`src/rtl/riscv_pkg.sv`:
```
// Shared fetch/decode definitions: NOP encoding, fetch FSM states,
// instruction-buffer entry layout and opcode constants used by the decoder.
package riscv_pkg;

   localparam logic [31:0] NOP_INSTR = 32'h0000_0013;

   localparam logic [6:0] OPC_R      = 7'b0110011;
   localparam logic [6:0] OPC_LOAD   = 7'b0000011;
   localparam logic [6:0] OPC_STORE  = 7'b0100011;
   localparam logic [6:0] OPC_BRANCH = 7'b1100011;

   typedef enum logic [1:0] {
      BOOT  = 2'd0,
      FETCH = 2'd1,
      DRAIN = 2'd2
   } fetch_state_t;

   typedef struct packed {
      logic [31:0] pc;
      logic [31:0] instr;
   } fetch_entry_t;

endpackage

```
`src/rtl/fetch_fifo.sv`:
```
// Instruction buffer holding {pc, instr} pairs; flush wins over push and pop.
module fetch_fifo
   import riscv_pkg::*;
#(
   parameter int unsigned DEPTH = 2,
   localparam int unsigned CW = $clog2(DEPTH + 1),
   localparam int unsigned PW = (DEPTH > 1) ? $clog2(DEPTH) : 1
) (
   input  logic          clk,
   input  logic          rst_n,
   input  logic          push,
   input  logic          pop,
   input  logic          flush,
   input  fetch_entry_t  wr_data,
   output logic [CW-1:0] count,
   output fetch_entry_t  head
);

   fetch_entry_t  mem [DEPTH];
   logic [PW-1:0] rd_ptr;
   logic [PW-1:0] wr_ptr;

   function automatic logic [PW-1:0] bump(input logic [PW-1:0] p);
      return (p == PW'(DEPTH - 1)) ? '0 : p + PW'(1);
   endfunction

   always_ff @(posedge clk or negedge rst_n) begin
      if (!rst_n) begin
         rd_ptr <= '0;
         wr_ptr <= '0;
         count  <= '0;
      end else if (flush) begin
         rd_ptr <= '0;
         wr_ptr <= '0;
         count  <= '0;
      end else begin
         if (push) wr_ptr <= bump(wr_ptr);
         if (pop)  rd_ptr <= bump(rd_ptr);
         unique case ({push, pop})
            2'b10:   count <= count + CW'(1);
            2'b01:   count <= count - CW'(1);
            default: ;
         endcase
      end
   end

   always_ff @(posedge clk) begin
      if (push && !flush) mem[wr_ptr] <= wr_data;
   end

   assign head = mem[rd_ptr];

endmodule

```
`src/rtl/fetch_unit.sv`:
```
// Instruction fetch stage: issues word fetches, buffers responses with their PCs
// for decode, and handles branch redirects by flushing and draining stale responses.
module fetch_unit
   import riscv_pkg::*;
#(
   parameter logic [31:0] RESET_PC   = 32'h0000_0000,
   parameter int unsigned FIFO_DEPTH = 2
) (
   input  logic        i_clk,
   input  logic        i_rst_n,
   output logic        o_imem_req,
   output logic [31:0] o_imem_addr,
   input  logic        i_imem_gnt,
   input  logic        i_imem_rvalid,
   input  logic [31:0] i_imem_rdata,
   output logic [31:0] o_instr,
   output logic [31:0] o_pc,
   output logic        o_valid,
   input  logic        i_ready,
   input  logic        i_redirect,
   input  logic [31:0] i_redirect_pc
);

   localparam int unsigned CW = $clog2(FIFO_DEPTH + 1);

   fetch_state_t  state;
   logic [31:0]   fetch_pc;
   logic [31:0]   resp_pc;
   logic [CW-1:0] outstanding;
   logic [CW-1:0] outstanding_next;
   logic [CW-1:0] drop_cnt;
   logic [CW-1:0] count;
   logic [CW:0]   credit_used;
   logic [31:0]   redirect_pc;
   fetch_entry_t  head;
   fetch_entry_t  wr_data;
   logic          xfer;
   logic          resp;
   logic          push;
   logic          pop;
   logic          unused_redirect_bits;

   assign redirect_pc          = {i_redirect_pc[31:2], 2'b00};
   assign unused_redirect_bits = ^i_redirect_pc[1:0];

   assign o_valid = (count != '0);
   assign o_instr = o_valid ? head.instr : NOP_INSTR;
   assign o_pc    = o_valid ? head.pc    : '0;

   // An entry leaving this cycle frees its credit now, which is what lets a
   // single-cycle memory sustain one instruction per cycle with two entries.
   assign credit_used = {1'b0, outstanding} + {1'b0, count}
                      - (CW + 1)'(o_valid & i_ready);
   assign o_imem_req  = (state == FETCH) && (credit_used < (CW + 1)'(FIFO_DEPTH));
   assign o_imem_addr = fetch_pc;

   assign xfer = o_imem_req & i_imem_gnt;
   assign resp = i_imem_rvalid & (outstanding != '0);
   assign push = resp & (state == FETCH) & ~i_redirect;
   assign pop  = o_valid & i_ready & ~i_redirect;

   assign outstanding_next = outstanding + CW'(xfer) - CW'(resp);
   assign wr_data          = '{pc: resp_pc, instr: i_imem_rdata};

   always_ff @(posedge i_clk or negedge i_rst_n) begin
      if (!i_rst_n) begin
         state       <= BOOT;
         fetch_pc    <= RESET_PC;
         resp_pc     <= RESET_PC;
         outstanding <= '0;
         drop_cnt    <= '0;
      end else begin
         outstanding <= outstanding_next;
         unique case (state)
            BOOT: begin
               state <= FETCH;
               if (i_redirect) begin
                  fetch_pc <= redirect_pc;
                  resp_pc  <= redirect_pc;
               end
            end
            FETCH: begin
               if (i_redirect) begin
                  // Everything still owed by memory after this edge is stale.
                  fetch_pc <= redirect_pc;
                  resp_pc  <= redirect_pc;
                  drop_cnt <= outstanding_next;
                  state    <= (outstanding_next != '0) ? DRAIN : FETCH;
               end else begin
                  if (xfer) fetch_pc <= fetch_pc + 32'd4;
                  if (resp) resp_pc  <= resp_pc + 32'd4;
               end
            end
            DRAIN: begin
               if (i_redirect) begin
                  fetch_pc <= redirect_pc;
                  resp_pc  <= redirect_pc;
               end
               if (resp) drop_cnt <= drop_cnt - CW'(1);
               if (drop_cnt == CW'(resp)) state <= FETCH;
            end
            default: state <= BOOT;
         endcase
      end
   end

   always_ff @(posedge i_clk) begin
      if (i_rst_n && i_imem_rvalid) assert (outstanding != '0);
   end

   fetch_fifo #(
      .DEPTH(FIFO_DEPTH)
   ) u_fifo (
      .clk    (i_clk),
      .rst_n  (i_rst_n),
      .push   (push),
      .pop    (pop),
      .flush  (i_redirect),
      .wr_data(wr_data),
      .count  (count),
      .head   (head)
   );

endmodule

```
`config.mk`:
```
export PLATFORM = sky130hd
export DESIGN_NAME = fetch_unit
export DESIGN_NICKNAME = d
export VERILOG_FILES = /design/src/rtl/riscv_pkg.sv /design/src/rtl/fetch_fifo.sv /design/src/rtl/fetch_unit.sv
export SDC_FILE = /design/constraint.sdc
export NUM_CORES = 1
export LEC_CHECK = 0
export CAP_MARGIN = 0
export CORE_MARGIN = 2
export CORE_UTILIZATION = 40
export CTS_BUF_LIST = sky130_fd_sc_hd__clkbuf_4 sky130_fd_sc_hd__clkbuf_8
export DETAILED_ROUTE_END_ITERATION = 16
export DONT_BUFFER_PORTS = 1
export MAX_ROUTING_LAYER = met4
export PLACE_DENSITY = 0.64
export SETUP_SLACK_MARGIN = 0.15
export SLEW_MARGIN = 20
export SYNTH_ARGS = -nofsm -noshare
export SYNTH_HDL_FRONTEND = slang
export SYNTH_HIERARCHICAL = 1
export SYNTH_SLANG_ARGS = --single-unit
```
`constraint.sdc`:
```
create_clock -name i_clk -period 7.9 [get_ports i_clk]
set_input_delay 0.79 -clock i_clk [delete_from_list [all_inputs] [get_ports i_clk]]
set_output_delay 0.79 -clock i_clk [all_outputs]
set_load 0.03 [all_outputs]
```
Word level (Yosys, flattened, before mapping) --
Memory sizes are Yosys's and may differ from the RTL's. Cells that the tools add are included.
Storage, ports and cells: memories 1, RAM bits 128, register bits 74, bits of input ports 70
Memory list:
- u_fifo.mem | depth 2, width 64, read ports 1, clocked after memory_dff 0, wr ports 1, line fetch_fifo.sv:19 | fetch_entry_t mem [DEPTH];
Operators by class: multiplexer cells 26, add/sub/neg operators 11, bitwise gates (word level) 8, eq/ne operators 11, magnitude comparators 1, reduce and logical (&&, ||, !) cells 17
Operators with widths (number):
- two-way mux 32 bit | 7
- case mux 32 bit (2 select lines) | 2
- adder 32 x 3 -> 32 bit (second input constant) | 2
- nonzero test 2 bit | 7
- two-way mux 2 bit | 6
- AND reduction 3 bit | 3
- two-way mux 1 bit | 8
- case mux 2 bit (2 select lines) | 2
- bitwise AND 1 bit | 7
- != test 2 bit (second input constant) | 3
- != test 3 bit (second input constant) | 2
- case mux 2 bit (3 select lines) | 1
- equality test 2 x 1 -> 1 bit (second input constant) | 2
- equality test 2 bit (second input constant) | 2
- subtractor 2 x 1 -> 2 bit (second input constant) | 2
- adder 2 x 2 -> 3 bit | 1
- < comparator 3 x 2 -> 1 bit (second input constant) | 1
- nonzero test 3 bit | 1
- subtractor 3 x 1 -> 3 bit | 1
- adder 1 bit (second input constant) | 2
- adder 2 x 1 -> 2 bit | 1
- adder 2 x 1 -> 2 bit (second input constant) | 1
- equality test 2 x 1 -> 1 bit | 1
- logical AND 1 bit | 2
- 7 further kinds | 7

Longest topological paths before layout --
Gate-level depths: netlist (run 1).
word-level depth 12, gate-level depth with buffers 17

Modules after synthesis --
Netlist (run 1), hierarchy kept.
Modules (own cells, without submodules):
- fetch_fifo | area an instance 5028.6 um^2, seq. area each 3943.8 um^2, cells each 218, instances 1
- fetch_unit | area an instance 4788.3 um^2, seq. area each 1651.6 um^2, cells each 602, instances 1

Worst setup path after synthesis (run 1) --
Ideal clock, no wire load.
kind input to register, start point in i_redirect, end point mem u_fifo/mem[0][0] in the netlist's numbering (enable), path buffers 1, data arrival time 6.520 ns, setup time 0.579 ns, slack 0.801 ns, stages on the path 5, cells stage by stage buf_2 -> a21boi_1 -> a21oi_4 -> nor2_1 -> nor3b_1
On the way: longest elaborated chain between the ends 5
RTL lines:
- start: declaration | line fetch_unit.sv:20 | input logic i_redirect,
- inverter 1 bit | line fetch_unit.sv:59 | assign push = resp & (state == FETCH) & ~i_redirect;
- bitwise AND 1 bit | line fetch_unit.sv:59
- via push | line fetch_unit.sv:39 | logic push;
- logical AND 1 bit | line fetch_fifo.sv:48 | if (push && !flush) mem[wr_ptr] <= wr_data;
- two-way mux 1 bit | line fetch_fifo.sv:48
- two-way mux 1 bit (not written as such) | line fetch_fifo.sv:48
- end: declaration | line fetch_fifo.sv:19
The timed path passes the listed nets, and every way through them passes these cells.

Worst setup path in the final report (run 1) --
start point reg u_fifo.count[0], end point reg drop_cnt[1]
On the way: longest elaborated chain between the ends 10
RTL lines:
- start: declaration | line fetch_fifo.sv:15 | output logic [CW-1:0] count,
- start signal: assignment | line fetch_fifo.sv:40 | 2'b10: count <= count + CW'(1);
- start signal: assignment | line fetch_fifo.sv:41 | 2'b01: count <= count - CW'(1);
- nonzero test 2 bit | line fetch_unit.sv:46 | assign o_valid = (count != '0);
- via o_valid | line fetch_unit.sv:18 | output logic o_valid,
- bitwise AND 1 bit | line fetch_unit.sv:53 | - (CW + 1)'(o_valid & i_ready);
- subtractor 3 x 1 -> 3 bit | line fetch_unit.sv:53
- < comparator 3 x 2 -> 1 bit | line fetch_unit.sv:54 | assign o_imem_req = (state == FETCH) && (credit_used < (CW + 1)'(FIFO_DEPTH));
- logical AND 1 bit | line fetch_unit.sv:54
- bitwise AND 1 bit | line fetch_unit.sv:57 | assign xfer = o_imem_req & i_imem_gnt;
- adder 2 x 1 -> 2 bit | line fetch_unit.sv:62 | assign outstanding_next = outstanding + CW'(xfer) - CW'(resp);
- subtractor 2 x 1 -> 2 bit | line fetch_unit.sv:62
- via outstanding_next[1] | line fetch_unit.sv:30 | logic [CW-1:0] outstanding_next;
- two-way mux 2 bit | line fetch_unit.sv:83 | if (i_redirect) begin
- case mux 2 bit (2 select lines) | line fetch_unit.sv:74 | unique case (state)
- end signal: assignment | line fetch_unit.sv:87 | drop_cnt <= outstanding_next;
- end signal: assignment | line fetch_unit.sv:99 | if (resp) drop_cnt <= drop_cnt - CW'(1);
- end: declaration | line fetch_unit.sv:31 | logic [CW-1:0] drop_cnt;
The timed path passes the listed nets, and every way through them passes these cells. The select of a mux whose other input is x is not followed. A chain may end at the register's enable or synchronous reset.

==> results of run 1 <==
## worst max path at each step
| stage | to | slack [ns] | cells after the start |
|---|---|---|---|
| floorplan | u_fifo/mem[0][0] | 0.80 | 5 |
| global placement | drop_cnt[1] | 3.34 | 17 |
| detailed placement | drop_cnt[1] | 3.24 | 17 |
| CTS | drop_cnt[1] | 3.22 | 17 |
| global route | drop_cnt[1] | 3.39 | 17 |
| finish | drop_cnt[1] | 3.69 | 17 |
## cells by family after synthesis
kind of cell,synth area share
muxes,0.0957
buffers and inverters,0.0386
other,0.000382
and+or+nand+nor,0.157
xor gates and xnor gates,0.00803
adders and majority gates,0.00969
DFF,0.570
AOI/OAI and AO/OA,0.121
## layout make-up
class / instances / area, um^2 / share of cell area
flip-flops and latches: 198 / 5600 / 0.536
well taps: 324 / 405 / 0.0388
clock buffers: 18 / 241 / 0.0231
clock inverters: 14 / 148 / 0.0141
repair buffers: 9 / 108 / 0.0103
multi-input cells: 562 / 3880 / 0.372
inverters: 15 / 56.3 / 0.00539
## through the flow
step / util / power, mW / instance area [um^2]
after floorplan: - / 2.72 / 9840
after global routing: 0.432 / 3.81 / 10400
final: 0.432 / 3.59 / 10400
after detailed placement: 0.413 / 2.96 / 9990
after global placement: 0.413 / 2.93 / 9990
after CTS: 0.430 / 3.61 / 10400
## per-layer routing
layer  track usage  part of all wire
met5             -                 0
met4        0.0311            0.0061
met3        0.0643              0.10
met2         0.247              0.43
met1         0.239              0.46
## power by group through the flow
stage	registers (mW)	logic (mW)	clock network [mW]
2_1_floorplan	1.71	1.00	0
3_3_place_gp	1.81	1.12	0
3_5_place_dp	1.82	1.14	0
4_1_cts	1.80	1.15	0.662
5_1_grt	1.85	1.26	0.703
6_report	1.81	1.15	0.642
## registers in the layout, summed over array words and instances, names as in the netlist
name	count
u_fifo/wr_ptr	1
outstanding	2
state	2
u_fifo/rd_ptr	1
resp_pc	30
u_fifo/count	2
drop_cnt	2
o_imem_addr	30
u_fifo/mem	128
## layout by cell type (no fill, tap or decap), types with 3 or more instances in the layout
cell,n
o21a_1,4
and4_1,8
a32oi_1,3
o22a_1,3
a311oi_1,12
ha_1,6
a22oi_1,4
clkbuf_8,17
o31ai_1,3
dfrtp_1,69
and3_1,13
a31oi_1,5
nand2b_1,9
nand2_1,46
mux2_2,15
and2_1,69
nor2b_1,3
nand4_1,12
a21o_1,3
nor4_1,7
a2bb2oi_1,3
nor3b_1,3
inv_8,6
a211oi_1,10
o32ai_1,3
nor3_1,23
conb_1,6
inv_1,15
o22ai_1,17
o21ai_0,43
nand3_1,24
a21oi_1,58
edfxtp_1,128
xnor2_1,7
nor2_1,53
inv_6,5
mux2_4,50
buf_4,7
## what timing repair did
action                     4_1_cts  5_1_grt
hold endpoints to repair        70        0
setup endpoints to repair        0        0
hold buffers                     1        0
==> impl_metrics.py, run 1 <==
metrics = {
    "status": {
        "status": "finished clean",
    },
    "cts": {
        "clock-sinks": 198,
        "numCtsBuffers": 17,
        "path_clk_slew_ns": 0.11,
        "h-tree-depth": 4,
        "cts_setup_buffers": 0,
        "root_buffer": "clkbuf_8",
        "cts_tree": "done",
        "cts-resized-gates": 0,
        "cts_buffer_depth": 2,
        "clk-insertion-delay-late_ns": 0.47,
    },
    "power": {
        "p_sw_frac": 0.443,
        "powerDensity_mw_per_mm2": 344,
        "p_seq_frac": 0.503,
        "leakagePower_nw": 3.67,
        "switching_power_mw": 1.59,
        "clkPwrFrac": 0.179,
        "ir_drop_uv": 190,
        "p_int_mw": 2.00,
        "power_frac_comb": 0.319,
    },
    "logic_synthesis": {
        "synth_flop_cell": "edfxtp_1",
        "ys_seq_area_frac": 0.570,
        "avgSynthCellArea_um2": 12.0,
        "ys_types": 68,
        "synth_area_mm2": 0.00982,
        "yosysWarnings": 6,
        "synth_edf_count": 128,
        "yosysTopAreaCell": "edfxtp_1",
        "yosysMostFrequentCell": "edfxtp_1",
        "async_flop_share": 0.354,
        "ys_ff_latch": 198,
        "synthTopCellsByArea": "edfxtp_1 39%, dfrtp_1 18%, mux2_4 7.6%",
        "netlist_instances": 820,
        "synth_top_area_frac": 0.392,
        "synth_commonest_cells": "128 x edfxtp_1, 70 x dfrtp_1, 69 x and2_1",
    },
    "global_route": {
        "grt_pass1_wl_mm": 33.9,
        "gr-total-overflow": 0,
        "grt_usage": 0.173,
        "grt_pass1_vias": 5962,
        "antenna_found_initial": 0,
        "grt_max_degree": 71,
    },
    "timing": {
        "maxSlewViolCount": 0,
        "finalCriticalPeriod_ns": 4.21,
        "hold_ws_ns": 0.202,
        "setup_viol": 0,
        "slew_headroom": 0.358,
        "tightest_slew_ns": 0.964,
        "final_hold_viol_count": 0,
        "setup_tns_ns": 0,
        "grt_setup_unrepaired": "no",
        "fmax_ghz": 0.238,
        "timing.final.crit_share": 0.533,
        "timing.final.ws_setup_ns": 3.69,
        "final.setup_skew_ns": 0.0161,
    },
    "setup_path": {
        "rr_endpoint": "drop_cnt[1]",
        "regToRegSetupSlack_ns": 3.69,
        "r2r_start": "u_fifo/count[0]",
        "cpLargestDelayFamily": "simple AND/OR/NAND/NOR gates",
        "rr_worst_depth": 17,
        "critical-path-max-stage-delay_ns": 0.50,
        "start_kind": "flip-flop",
        "critPathArrivalTime_ns": 4.61,
        "path_cells": "inv_1 > nand2_4 > and2_1 > ha_1 > nand2b_1 > fa_1 > nand4b_1 > nor2_1 > inv_1 > ha_1 > inv_1 > ha_1 > xnor2_1 > xnor2_1 > nor3b_1 > a21oi_1 > o21ai_0",
        "critPathLaunch": "u_fifo/count[0]",
        "cp_slowest_cell": "fa_1",
        "critPathKind": "flip-flop to flip-flop",
        "crit_required_ns": 8.30,
        "worstPathMaxFanout": 66,
        "path_buf_inv": 3,
        "end_kind": "flip-flop",
    },
    "floorplanning": {
        "die_w_um": 161,
        "core.rowCount": 57,
        "top_level_ports": 168,
        "die_y_um": 161,
        "fp.coreArea_mm2": 0.0242,
        "die_area_mm2": 0.0258,
        "initial_core_util": 0.406,
    },
    "finish": {
        "nets": 880,
        "antennaDiodeCount": 0,
        "fill_cells": 2256,
        "drive_gt1_frac": 0.147,
        "syn_to_final_growth_pct": 6.35,
        "instances_no_fill": 1140,
    },
    "place": {
        "place_inst": 1106,
        "place_worst_setup_slack_ns": 3.24,
        "portBuffers": 0,
        "dp_hpwl_mm": 14.5,
        "place_congestion": 0.896,
    },
    "route": {
        "first_pass_iters": 5,
        "dr_total_vias": 6361,
        "drc": 0,
        "wl_mm": 21.9,
        "via_per_inst": 5.58,
        "detail_route.iter0.violations": 519,
        "antenna_left": 0,
        "wl_per_cell_um": 19.2,
    },
    "job": {
        "max_cap_violations": 0,
    },
    "worst_hold_path": {
        "hp-class": "input port to asynchronous set/reset pin",
    },
}
(Power assumes the default switching activity.)
==> run 2: changes to the inputs <==
ABC_AREA = 1   (was default)
PLACE_DENSITY = 0.66   (was 0.64)
clock period = 3.7 ns   (was 7.9 ns; I/O delays follow)
==> impl_metrics.py, run 2 <==
metrics = {
    "finish": {
        "antennaDiodeCount": 0,
        "layout_commonest_cell": "nand2_1",
        "layout_common_cells": "248 x nand2_1, 218 x nor2_1, 153 x inv_1",
        "nets": 1245,
        "fill_cells": 2425,
        "drive_gt1_frac": 0.107,
        "regMostFlops": "u_fifo/mem",
        "syn_to_final_growth_pct": 10.7,
        "largest_register_ffs": 128,
    },
    "cts": {
        "clock-sinks": 198,
        "cts-resized-gates": 0,
        "clk-insertion-delay-late_ns": 0.47,
        "cts_tree": "done",
        "root_buffer": "clkbuf_8",
        "h-tree-depth": 4,
        "cts_buffer_depth": 2,
        "numCtsBuffers": 17,
        "path_clk_slew_ns": 0.11,
    },
    "floorplanning": {
        "die_area_mm2": 0.0271,
        "fp.coreArea_mm2": 0.0253,
        "die_w_um": 165,
        "die_y_um": 165,
        "initial_core_util": 0.409,
        "top_level_ports": 168,
        "core.rowCount": 58,
    },
    "setup_path": {
        "critPathKind": "flip-flop to flip-flop",
        "end_kind": "flip-flop",
        "critical-path-max-stage-delay_ns": 0.50,
        "r2r_start": "u_fifo/count[0]",
        "crit_required_ns": 4.09,
        "regToRegSetupSlack_ns": 0.53,
        "path_cells": "nor2_4 > nor2_1 > ha_1 > inv_1 > nand2_1 > fa_1 > inv_1 > nor2_1 > nand3_2 > ha_1 > inv_1 > ha_1 > xor2_1 > xor2_1 > o21ai_0 > a21oi_1",
        "rr_endpoint": "drop_cnt[1]",
        "cp_slowest_cell": "fa_1",
        "rr_worst_depth": 16,
        "start_kind": "flip-flop",
        "critPathArrivalTime_ns": 3.56,
        "worstPathMaxFanout": 5,
    },
    "timing": {
        "fmax_ghz": 0.315,
        "finalCriticalPeriod_ns": 3.17,
        "setup_viol": 0,
        "maxSlewViolCount": 0,
        "hold_ws_ns": 0.0991,
        "final.setup_skew_ns": 0.0183,
        "final_hold_viol_count": 0,
        "slew_headroom": 0.396,
        "grt_setup_unrepaired": "no",
        "timing.final.crit_share": 0.858,
        "setup_tns_ns": 0,
        "tightest_slew_ns": 0.904,
    },
    "place": {
        "place_congestion": 0.892,
        "portBuffers": 0,
        "dp_hpwl_mm": 16.1,
    },
    "logic_synthesis": {
        "netlist_instances": 1136,
        "synth_flop_cell": "edfxtp_1",
        "synthTopCellsByArea": "edfxtp_1 37%, dfrtp_1 17%, nand2_1 9.0%",
        "synth_area_mm2": 0.0103,
        "yosysTopAreaCell": "edfxtp_1",
        "synth_edf_count": 128,
        "async_flop_share": 0.354,
        "ys_ff_latch": 198,
        "avgSynthCellArea_um2": 9.08,
        "synth_top_area_frac": 0.372,
        "ys_types": 37,
        "synth_commonest_cells": "248 x nand2_1, 221 x nor2_1, 153 x inv_1",
        "yosysWarnings": 6,
        "ys_seq_area_frac": 0.542,
        "yosysMostFrequentCell": "nand2_1",
    },
    "worst_hold_path": {
        "hp-class": "input port to flip-flop",
        "hp-start": "i_redirect_pc[12]",
        "min_to": "o_imem_addr[12]",
        "holdPathStages": 2,
    },
    "route": {
        "antenna_left": 0,
        "drc": 0,
        "first_pass_iters": 5,
        "wl_per_cell_um": 15.2,
        "via_per_inst": 4.89,
        "wl_mm": 23.0,
        "dr_total_vias": 7395,
        "detail_route.iter0.violations": 597,
    },
    "global_route": {
        "grt_pass1_wl_mm": 36.2,
        "grt_max_degree": 71,
        "grt_pass1_vias": 7038,
        "grt_usage": 0.176,
        "gr-total-overflow": 0,
        "antenna_found_initial": 0,
    },
    "power": {
        "ir_drop_uv": 325,
        "powerDensity_mw_per_mm2": 707,
        "leakagePower_nw": 4.88,
    },
    "status": {
        "status": "finished clean",
    },
    "job": {
        "max_cap_violations": 0,
    },
}
run 2: per-stage QoR:
stage,std cells,setup WS [ns],power (mW),utilization,cell area [um^2]
2_1_floorplan,1141,-0.344,6.01,-,10300
3_3_place_gp,1445,0.591,6.59,0.422,10700
3_5_place_dp,1445,0.535,6.69,0.422,10700
4_1_cts,1511,0.512,8.13,0.452,11400
5_1_grt,1511,0.177,8.71,0.452,11400
6_report,1511,0.526,8.08,0.452,11400
run 2: cell families after synthesis:
logic type      after synthesis  synth area share
compound gates              108            0.0563
xor+xnor                     18            0.0153
fa+ha+maj                     7           0.00922
buf+inv                     191            0.0774
flops                       198             0.542
mux                          64            0.0837
other cells                   1          0.000363
simple gates                549             0.216
run 2: cell type report:
cell class / count / area, um^2 / area share
sequential: 198 / 5600 / 0.490
multi-input combinational: 752 / 3970 / 0.347
inverter: 155 / 582 / 0.0509
timing repair buffer: 44 / 458 / 0.0401
tap: 330 / 413 / 0.0361
clock buffer: 18 / 241 / 0.0211
clock inverter: 14 / 168 / 0.0147
run 2: routing by layer:
layer,share of wire,track usage
met5,0,-
met4,0.0094,0.0364
met3,0.082,0.0452
met2,0.45,0.268
met1,0.46,0.240
run 2: power breakdown:
part           leakage [nW]  switching (mW)  internal [mW]
clock network         0.208           0.859          0.529
logic                  2.70            1.90          0.910
registers              1.97           0.988           2.89
total                  4.88            3.75           4.33
run 2: worst max-delay path, delay by kind of cell (launching register included):
kind / cells / cell delay, ns
adders and majority gates: 4 / 1.25
and+or+nand+nor: 5 / 0.50
xor gates and xnor gates: 2 / 0.48
DFF: 1 / 0.46
AOI/OAI and AO/OA: 2 / 0.29
buffers and inverters: 3 / 0.14
run 2: timing repair:
| action | CTS | global route |
|---|---|---|
| hold endpoints to repair | 134 | 0 |
| hold buffers | 34 | 0 |
| buffers inserted | 0 | 0 |
run 2: worst max path at each step:
stage / startpoint / end / slack, ns / cells past startpoint
after floorplan: i_redirect / u_fifo/mem[0][0] / -0.34 / 5
after global placement: u_fifo/count[0] / drop_cnt[1] / 0.59 / 16
after detailed placement: u_fifo/count[0] / drop_cnt[1] / 0.54 / 16
after CTS: u_fifo/count[0] / drop_cnt[1] / 0.51 / 16
after global routing: u_fifo/count[0] / drop_cnt[1] / 0.18 / 16
final: u_fifo/count[0] / drop_cnt[1] / 0.53 / 16
